**src/rtl/vga_frame_reader.sv**
```systemverilog
// VGA timing generator and frame-buffer reader: fetches 32-bit words, shows 4 gray pixels per word.
// Outputs for counter position (h,v) are registered 2 pixel ticks after the address tick; no stall, memory must answer in one clock.
module vga_frame_reader #(
   parameter int unsigned CLK_DIV   = 2,
   parameter int unsigned H_ACTIVE  = 640,
   parameter int unsigned H_FP      = 16,
   parameter int unsigned H_SYNC    = 96,
   parameter int unsigned H_BP      = 48,
   parameter int unsigned V_ACTIVE  = 480,
   parameter int unsigned V_FP      = 10,
   parameter int unsigned V_SYNC    = 2,
   parameter int unsigned V_BP      = 33,
   parameter int unsigned IMG_W     = 256,
   parameter int unsigned IMG_H     = 256,
   parameter logic [31:0] BASE_ADDR = 32'h0000_1000
) (
   input  logic        clk,
   input  logic        rst,
   input  logic [31:0] vga_rd,
   output logic [31:0] vga_address,
   output logic        vga_clk,
   output logic        vga_hs,
   output logic        vga_vs,
   output logic        vga_blank_n,
   output logic        vga_sync_n,
   output logic [7:0]  vga_r,
   output logic [7:0]  vga_g,
   output logic [7:0]  vga_b,
   output logic        frame_start
);
   localparam int unsigned H_TOTAL = H_ACTIVE + H_FP + H_SYNC + H_BP;
   localparam int unsigned V_TOTAL = V_ACTIVE + V_FP + V_SYNC + V_BP;
   localparam int unsigned HW      = $clog2(H_TOTAL);
   localparam int unsigned VW      = $clog2(V_TOTAL);
   localparam int unsigned DW      = (CLK_DIV > 1) ? $clog2(CLK_DIV) : 1;

   localparam logic [DW-1:0] DIV_LAST = DW'(CLK_DIV - 1);
   localparam logic [HW-1:0] H_LAST   = HW'(H_TOTAL - 1);
   localparam logic [HW-1:0] H_ACT    = HW'(H_ACTIVE);
   localparam logic [HW-1:0] H_SS     = HW'(H_ACTIVE + H_FP);
   localparam logic [HW-1:0] H_SE     = HW'(H_ACTIVE + H_FP + H_SYNC);
   localparam logic [HW-1:0] H_IMG    = HW'(IMG_W);
   localparam logic [VW-1:0] V_LAST   = VW'(V_TOTAL - 1);
   localparam logic [VW-1:0] V_ACT    = VW'(V_ACTIVE);
   localparam logic [VW-1:0] V_SS     = VW'(V_ACTIVE + V_FP);
   localparam logic [VW-1:0] V_SE     = VW'(V_ACTIVE + V_FP + V_SYNC);
   localparam logic [VW-1:0] V_IMG    = VW'(IMG_H);

   logic [DW-1:0] div_q, div_d;
   logic          tick;
   logic          vga_clk_q, vga_clk_d;
   logic [HW-1:0] h_q, h_d;
   logic [VW-1:0] v_q, v_d;
   logic          fs_q, fs_d;
   logic [31:0]   addr_q, addr_d;
   logic          in_img0, fetch0, vis0, hs0, vs0;

   logic          s1_fetch_q, s1_img_q, s1_vis_q, s1_hs_q, s1_vs_q;
   logic [1:0]    s1_sel_q;
   logic          s2_img_q, s2_vis_q, s2_hs_q, s2_vs_q;
   logic [1:0]    s2_sel_q;
   logic [31:0]   word_q;
   logic [7:0]    gray;
   logic          hs_q, vs_q, blank_q;
   logic [7:0]    gray_q;

   always_comb begin
      tick    = (div_q == DIV_LAST);
      div_d   = tick ? '0 : div_q + 1'b1;
      h_d     = h_q;
      v_d     = v_q;
      fs_d    = 1'b0;
      if (tick) begin
         h_d = (h_q == H_LAST) ? '0 : h_q + 1'b1;
         if (h_q == H_LAST) begin
            v_d  = (v_q == V_LAST) ? '0 : v_q + 1'b1;
            fs_d = (v_q == V_LAST);
         end
      end
      in_img0 = (h_q < H_IMG) && (v_q < V_IMG);
      fetch0  = in_img0 && (h_q[1:0] == 2'b00);
      vis0    = (h_q < H_ACT) && (v_q < V_ACT);
      hs0     = (h_q >= H_SS) && (h_q < H_SE);
      vs0     = (v_q >= V_SS) && (v_q < V_SE);
      addr_d  = addr_q;
      if (tick && fetch0)
         addr_d = BASE_ADDR + (32'(v_q) * IMG_W) + 32'(h_q);
      gray    = word_q[{s2_sel_q, 3'b000} +: 8];
   end

   // With one system clock per tick the pixel clock is simply held high.
   generate
      if (CLK_DIV == 1) begin : g_clk_tick
         assign vga_clk_d = 1'b1;
      end else begin : g_clk_div
         assign vga_clk_d = (div_d >= DW'(CLK_DIV / 2));
      end
   endgenerate

   always_ff @(posedge clk or negedge rst) begin
      if (!rst) begin
         div_q      <= '0;
         vga_clk_q  <= 1'b0;
         h_q        <= '0;
         v_q        <= '0;
         fs_q       <= 1'b0;
         addr_q     <= BASE_ADDR;
         s1_fetch_q <= 1'b0;
         s1_img_q   <= 1'b0;
         s1_vis_q   <= 1'b0;
         s1_hs_q    <= 1'b0;
         s1_vs_q    <= 1'b0;
         s1_sel_q   <= 2'b00;
         s2_img_q   <= 1'b0;
         s2_vis_q   <= 1'b0;
         s2_hs_q    <= 1'b0;
         s2_vs_q    <= 1'b0;
         s2_sel_q   <= 2'b00;
         word_q     <= '0;
         hs_q       <= 1'b1;
         vs_q       <= 1'b1;
         blank_q    <= 1'b0;
         gray_q     <= 8'h00;
      end else begin
         div_q     <= div_d;
         vga_clk_q <= vga_clk_d;
         h_q       <= h_d;
         v_q       <= v_d;
         fs_q      <= fs_d;
         addr_q    <= addr_d;
         if (tick) begin
            s1_fetch_q <= fetch0;
            s1_img_q   <= in_img0;
            s1_vis_q   <= vis0;
            s1_hs_q    <= hs0;
            s1_vs_q    <= vs0;
            s1_sel_q   <= h_q[1:0];
            // The next word lands on the same tick that the last byte of the old one is emitted.
            if (s1_fetch_q)
               word_q <= vga_rd;
            s2_img_q   <= s1_img_q;
            s2_vis_q   <= s1_vis_q;
            s2_hs_q    <= s1_hs_q;
            s2_vs_q    <= s1_vs_q;
            s2_sel_q   <= s1_sel_q;
            hs_q       <= ~s2_hs_q;
            vs_q       <= ~s2_vs_q;
            blank_q    <= s2_vis_q;
            gray_q     <= (s2_img_q && s2_vis_q) ? gray : 8'h00;
         end
      end
   end

   assign vga_address = addr_q;
   assign vga_clk     = vga_clk_q;
   assign vga_hs      = hs_q;
   assign vga_vs      = vs_q;
   assign vga_blank_n = blank_q;
   assign vga_sync_n  = 1'b0;
   assign vga_r       = gray_q;
   assign vga_g       = gray_q;
   assign vga_b       = gray_q;
   assign frame_start = fs_q;
endmodule

```
**config.mk**
```make
export PLATFORM = sky130hd
export DESIGN_NAME = vga_frame_reader
export DESIGN_NICKNAME = d
export VERILOG_FILES = /design/src/rtl/vga_frame_reader.sv
export SDC_FILE = /design/constraint.sdc
export NUM_CORES = 1
export LEC_CHECK = 0
export BUFFER_PORTS_ARGS = -buffer_cell sky130_fd_sc_hd__clkbuf_2
export CORE_MARGIN = 5
export CORE_UTILIZATION = 49
export DETAILED_ROUTE_END_ITERATION = 10
export PLACE_DENSITY = 0.84
export SYNTH_ARGS = -nofsm -noshare
export SYNTH_HDL_FRONTEND = slang
export SYNTH_SLANG_ARGS = --single-unit
```
**constraint.sdc**
```tcl
create_clock -name clk -period 1.85 [get_ports clk]
set_input_delay 0.2775 -clock clk [delete_from_list [all_inputs] [get_ports clk]]
set_output_delay 0.2775 -clock clk [all_outputs]
set_load 0.02 [all_outputs]
```
Word level (Yosys, flattened, before mapping)

Cells that the tools add are included.

Logic and storage cells: 57
Register bits after elaboration: 111
Input bits: 34
Output and inout port bits: 62

Order comparisons: 9
Bitwise gates (word level): 2
Equality and inequality tests: 2
Add/subtract/negate cells: 5
Muxes and demuxes: 6
Shift operators: 1
Reduce and logical (&&, ||, !) cells: 10

Operators with widths:

| cell                                                         | number |
|---|---|
| less-than comparator 10 x 9 -> 1 bit (second input constant) | 4 |
| variable part select 32 x 6 -> 8 bit                         | 1 |
| adder 10 x 1 -> 10 bit (second input constant)               | 2 |
| adder 19 x 10 -> 20 bit                                      | 1 |
| equality test 10 bit (second input constant)                 | 2 |
| less-than comparator 10 bit (second input constant)          | 2 |
| two-way mux 10 bit                                           | 2 |
| adder 13 x 18 -> 19 bit (first input constant)               | 1 |
| >= comparator 10 bit (second input constant)                 | 1 |
| >= comparator 10 x 9 -> 1 bit (second input constant)        | 1 |
| two-way mux 8 bit                                            | 1 |
| logical AND 1 bit                                            | 7 |
| AND reduction 2 bit                                          | 2 |
| two-way mux 1 bit                                            | 3 |
| zero test 2 bit                                              | 1 |
| NOT 1 bit                                                    | 2 |
| adder 1 bit (second input constant)                          | 1 |
| >= comparator 1 bit (second input constant)                  | 1 |

Depth between registers and ports, before layout

Depth after elaboration: 4
Depth in mapped cells: 7
Gate-level depth less buffers: 7

Least setup slack after synthesis

OpenSTA, ideal clock, no wires.

Path type: register to register
Start point: reg v_q[1]
End point: reg v_q[9]
Arrival: 1.621 ns
Data required time: 1.729 ns
Stages on the path, launching flop included: 8
Buffers on the path: 1
Setup slack: 0.108 ns
Period minus slack after synthesis: 1.742 ns
Library setup time: 0.121 ns
Path through: dfrtp_1 > inv_1 > ha_1 > nor4bb_1 > and4_1 > clkbuf_1 > o21bai_1 > a22o_1

Cells in the longest elaborated chain, start to end: 2
Elaborated cells on any way between the ends: 3
Classes of those cells: add/sub (1); eq/ne (1); mux (1)

Ends and longest elaborated chain:

| item                                                           | line | source |
|---|---|---|
| start: declaration                                             | 53   | `logic [VW-1:0] v_q, v_d;` |
| start signal: assignment                                       | 128  | `v_q <= v_d;` |
| adder 10 x 1 -> 10 bit or equality test 10 bit (tied branches) | 76   | `v_d = (v_q == V_LAST) ? '0 : v_q + 1'b1;` |
| two-way mux 10 bit *                                           | 76   |  |

Mark *: on every way between the ends. The rest lies on a longest branch, timed or not.
A chain may end at the register's enable or synchronous reset.

Final worst setup path

Start point: reg h_q[7]
End point: reg v_q[9]

Cells in the longest elaborated chain, start to end: 2

Ends and longest elaborated chain:

| item                                 | line | source |
|---|---|---|
| start: declaration                   | 52   | `logic [HW-1:0] h_q, h_d;` |
| start signal: assignment             | 104  | `h_q <= '0;` |
| start signal: assignment             | 127  | `h_q <= h_d;` |
| equality test 10 bit                 | 75   | `if (h_q == H_LAST) begin` |
| AND reduction 2 bit (no source line) | n/a  |  |

Every way passes these cells.

==> key figures <==
Run status
  – Outcome: finished clean

STA
  – Clk_skew: 16.5 ps
  – Slew margin rel.: 63.0%
  – Max Clock Freq: 571 MHz
  – Slew @ Worst Pin: 555 ps
  – Setup-failing EPs final: 0
  – Setup TNS: 0 ps
  – Worst setup margin: 97.9 ps
  – Fin. max-slew vios: 0
  – RSZ-0062 raised after global routing: no
  – Final Hold Fails: 0
  – Final worst-path cycle share: 94.7%
  – Fin crit period: ~1800 ps

Setup path
  – Reg2reg end: v_q[9]
  – Worst EP required: around 2100 ps
  – Crit Path Max Fanout: 8
  – R2R Path Start: h_q[7]
  – Kind of critical path: reg2reg
  – CP Capture Type: register
  – Worst setup SP type: register
  – Worst EP arrival: approximately 2000 ps
  – Cells on worst reg2reg path: 5
  – FF-to-FF setup slack: 100 ps

Die
  – Floorplan core area: 9110 um2
  – Die height: approximately 110 um
  – Initial core utilization: between 40% and 50%
  – Chip width: 106 um
  – I/O Pins: 96
  – FP Rows: 35
  – Die area: 11300 um2

Synthesis
  – Synth warnings: 0
  – Mapped cell area: about 4500 um2
  – Synth Register Bits: 97
  – Synth unique cells: 49
  – Seq/Total Area, Yosys: 53.7%
  – Mapped Avg Cell Area: 11.7 um2
  – Async SR Flop Fraction: 100%
  – Synth Instances: 386
  – Primary FF master, synth: dfrtp_1
  – Post-synth EDFFs: 0

Clocking
  – Clock Root Buffer: clkbuf_8
  – Clk buf depth: 2
  – Clock sinks: 97
  – Clock transition at path regs: ~110 ps
  – Max H-tree Level: 3
  – CTS tree: built
  – Clk_lat worst skew: 370 ps
  – CTS Buf Count: 9

Finish
  – Fraction of layout cells with a size suffix above 1: 39.2%
  – Area delta synth->final: 16.0%
  – Fillers: between 700 and 800
  – Final #Nets: 508
  – ANT cells: 0

Job
  – Max Cap Viol: 0

Route
  – Vias per cell: between 5 and 6
  – WL/cell: roughly 16 um
  – Initial DRC count: 191
  – Final Routed Wirelength: 9500 um
  – Routed Antenna Nets: 0
  – Drt pass-1 iters: 4
  – Post-route DRC: 0
  – Via count: 3084

Placed design
  – Dpl hpwl: 7020 um
  – Setup Slack @ Placement: 2.32 ps
  – Routability cong.: approximately 0.88
  – IO Port Bufs: 81

Global route
  – Largest net degree at the start of global routing: 46
  – Gr ovfl total: 0
  – Initial antenna violation count: 0
  – Global-route wire length before repair: 15900 um
  – GRT Overall Usage: between 15 and 20%
  – Vias in the first global route: roughly 3200

Pwr
  – Power Density: 736 nW/um2
  – Static leakage: between 2 and 3 nW
  – Peak supply drop: 0.414 mV

Min path
  – HP Start: vga_rd[28]
  – Hold Crit Depth: 2
  – Hold EP: word_q[28]
  – Hold crit path type: in2reg
-- layout make-up --
class / count / area, um2 / area share, %
flip-flops and latches: 97 / 2430 / 46.3
well taps: 111 / 139 / 2.64
multi-input cells: 233 / 1780 / 33.8
inverters: 17 / 63.8 / 1.22
repair buffers: 109 / 633 / 12.1
clock buffers: 9 / 124 / 2.36
clock inverters: 7 / 85.1 / 1.62
-- power by group --
part           internal, mW  total [mW]  switching (mW)
combinational        0.0893       0.229           0.139
sequential             2.16        2.19          0.0284
clock                 0.653        1.44           0.790
-- what timing repair did --
item	4_1_cts	5_1_grt
endpoints found under the hold margin	33	0
gates cloned	0	0
pin swaps	0	1
hold buffers	1	0
setup buffers	2	1
resized for setup	0	6
endpoints found under the setup margin	1	7
-- Yosys cell counts (2+ instances only) --
library cell | count | area share (%)
inv_1 | 17 | 1.4
buf_4 | 30 | 5.0
nor2_1 | 10 | 0.83
and2_1 | 3 | 0.41
nand4_1 | 5 | 0.69
a21o_1 | 3 | 0.50
dfstp_2 | 3 | 1.7
a22o_1 | 4 | 0.77
a32o_1 | 2 | 0.44
nor4_1 | 2 | 0.28
nand2b_1 | 2 | 0.28
or3_1 | 3 | 0.41
buf_1 | 5 | 0.41
xor2_1 | 8 | 1.5
a21oi_1 | 3 | 0.33
mux4_2 | 8 | 4.0
dfrtp_1 | 94 | 52
o21bai_1 | 2 | 0.33
nand3_1 | 9 | 1.0
clkbuf_1 | 8 | 0.66
buf_2 | 7 | 0.77
clkbuf_2 | 2 | 0.22
and4_1 | 2 | 0.39
xnor2_1 | 5 | 0.97
a31oi_1 | 2 | 0.28
o2bb2ai_1 | 9 | 1.7
mux2_2 | 42 | 10
o21ai_0 | 20 | 2.2
ha_1 | 6 | 1.7
nand2_1 | 44 | 3.6
and3_1 | 4 | 0.55
nor3_1 | 5 | 0.55
-- layer usage --
metal | vias to the layer above | track usage, % | routed length [um] | share of wire (%)
met5 | - | 0 | 0 | 0
met4 | 0 | 7.12 | 215 | 2.3
met3 | 19 | 3.40 | 418 | 4.4
met2 | 78 | 29.7 | 4890 | 52
met1 | 1536 | 22.4 | 3970 | 42
li1 | 1451 | - | - | -
-- worst max-delay path, cell delays in order (launching register included) --
cell and delay [ps]:
dfrtp_1 420, nor4b_4 380, nand4_2 260, buf_4 240, o21bai_1 150, a22o_1 220
-- placed cells by master (no fill, tap or decap), types with 2 or more instances in the layout --
cell and instances:
o2bb2ai_1 9, o21bai_1 2, and3_1 4, clkbuf_8 9
clkbuf_2 80, nor4_1 2, buf_4 27, a32o_1 2
nand4_1 5, dfstp_2 3, ha_1 6, nor3_1 5
conb_1 14, inv_1 17, or3_1 3, inv_8 3
nand2b_1 2, a21o_1 3, nand3_1 9, xnor2_1 5
nor2_1 10, a22o_1 4, mux4_2 8, dfrtp_1 94
nand2_1 44, mux2_2 42, o21ai_0 18, a21oi_1 3
xor2_1 8, o21ai_1 3, and2_1 3
-- metrics by stage --
step | power, mW | instances | utilization (%) | cell area (um2) | hold slack (ps)
after floorplan | 2.38 | 399 | - | 4570 | -18.1
after global placement | 2.45 | 563 | 54.8 | 4990 | 266
after detailed placement | 2.46 | 563 | 54.8 | 4990 | 273
after CTS | 3.91 | 582 | 57.4 | 5230 | 120
after global routing | 4.02 | 583 | 57.7 | 5250 | 123
final | 3.86 | 583 | 57.7 | 5250 | 134
-- state kept, by name, indices dropped and copies added, names as in the netlist --
register and cells:
s1_fetch_q 1, s1_sel_q 2, s1_hs_q 1, s2_vs_q 1
s2_img_q 1, word_q 32, v_q 10, vga_hs 1
s1_vs_q 1, frame_start 1, div_q 1, s2_vis_q 1
vga_blank_n 1, s1_img_q 1, s2_hs_q 1, vga_vs 1
vga_b 8, h_q 10, vga_address 19, s2_sel_q 2
s1_vis_q 1
-- worst max-delay path by stage --
| stage | start | end | slack (ps) | depth (start not counted) |
|---|---|---|---|---|
| detailed placement | h_q[8] | vga_address[16] | 2 | 7 |
| global placement | h_q[8] | vga_address[16] | 100 | 7 |
| floorplan | v_q[1] | v_q[9] | 110 | 7 |
| CTS | v_q[0] | vga_address[16] | 30 | 7 |
| finish | h_q[7] | v_q[9] | 100 | 5 |
| global route | v_q[0] | vga_address[16] | 8 | 7 |
-- kinds of logic after synthesis --
| family | synth area share, % |
|---|---|
| DFF | 53.7 |
| and+or+nand+nor | 10.9 |
| buffers and inverters | 8.46 |
| AOI/OAI and AO/OA | 7.55 |
| muxes | 14.7 |
| xor gates and xnor gates | 2.52 |
| adders and majority gates | 2.10 |
| other | 0.0829 |
(Power assumes the default switching activity.)
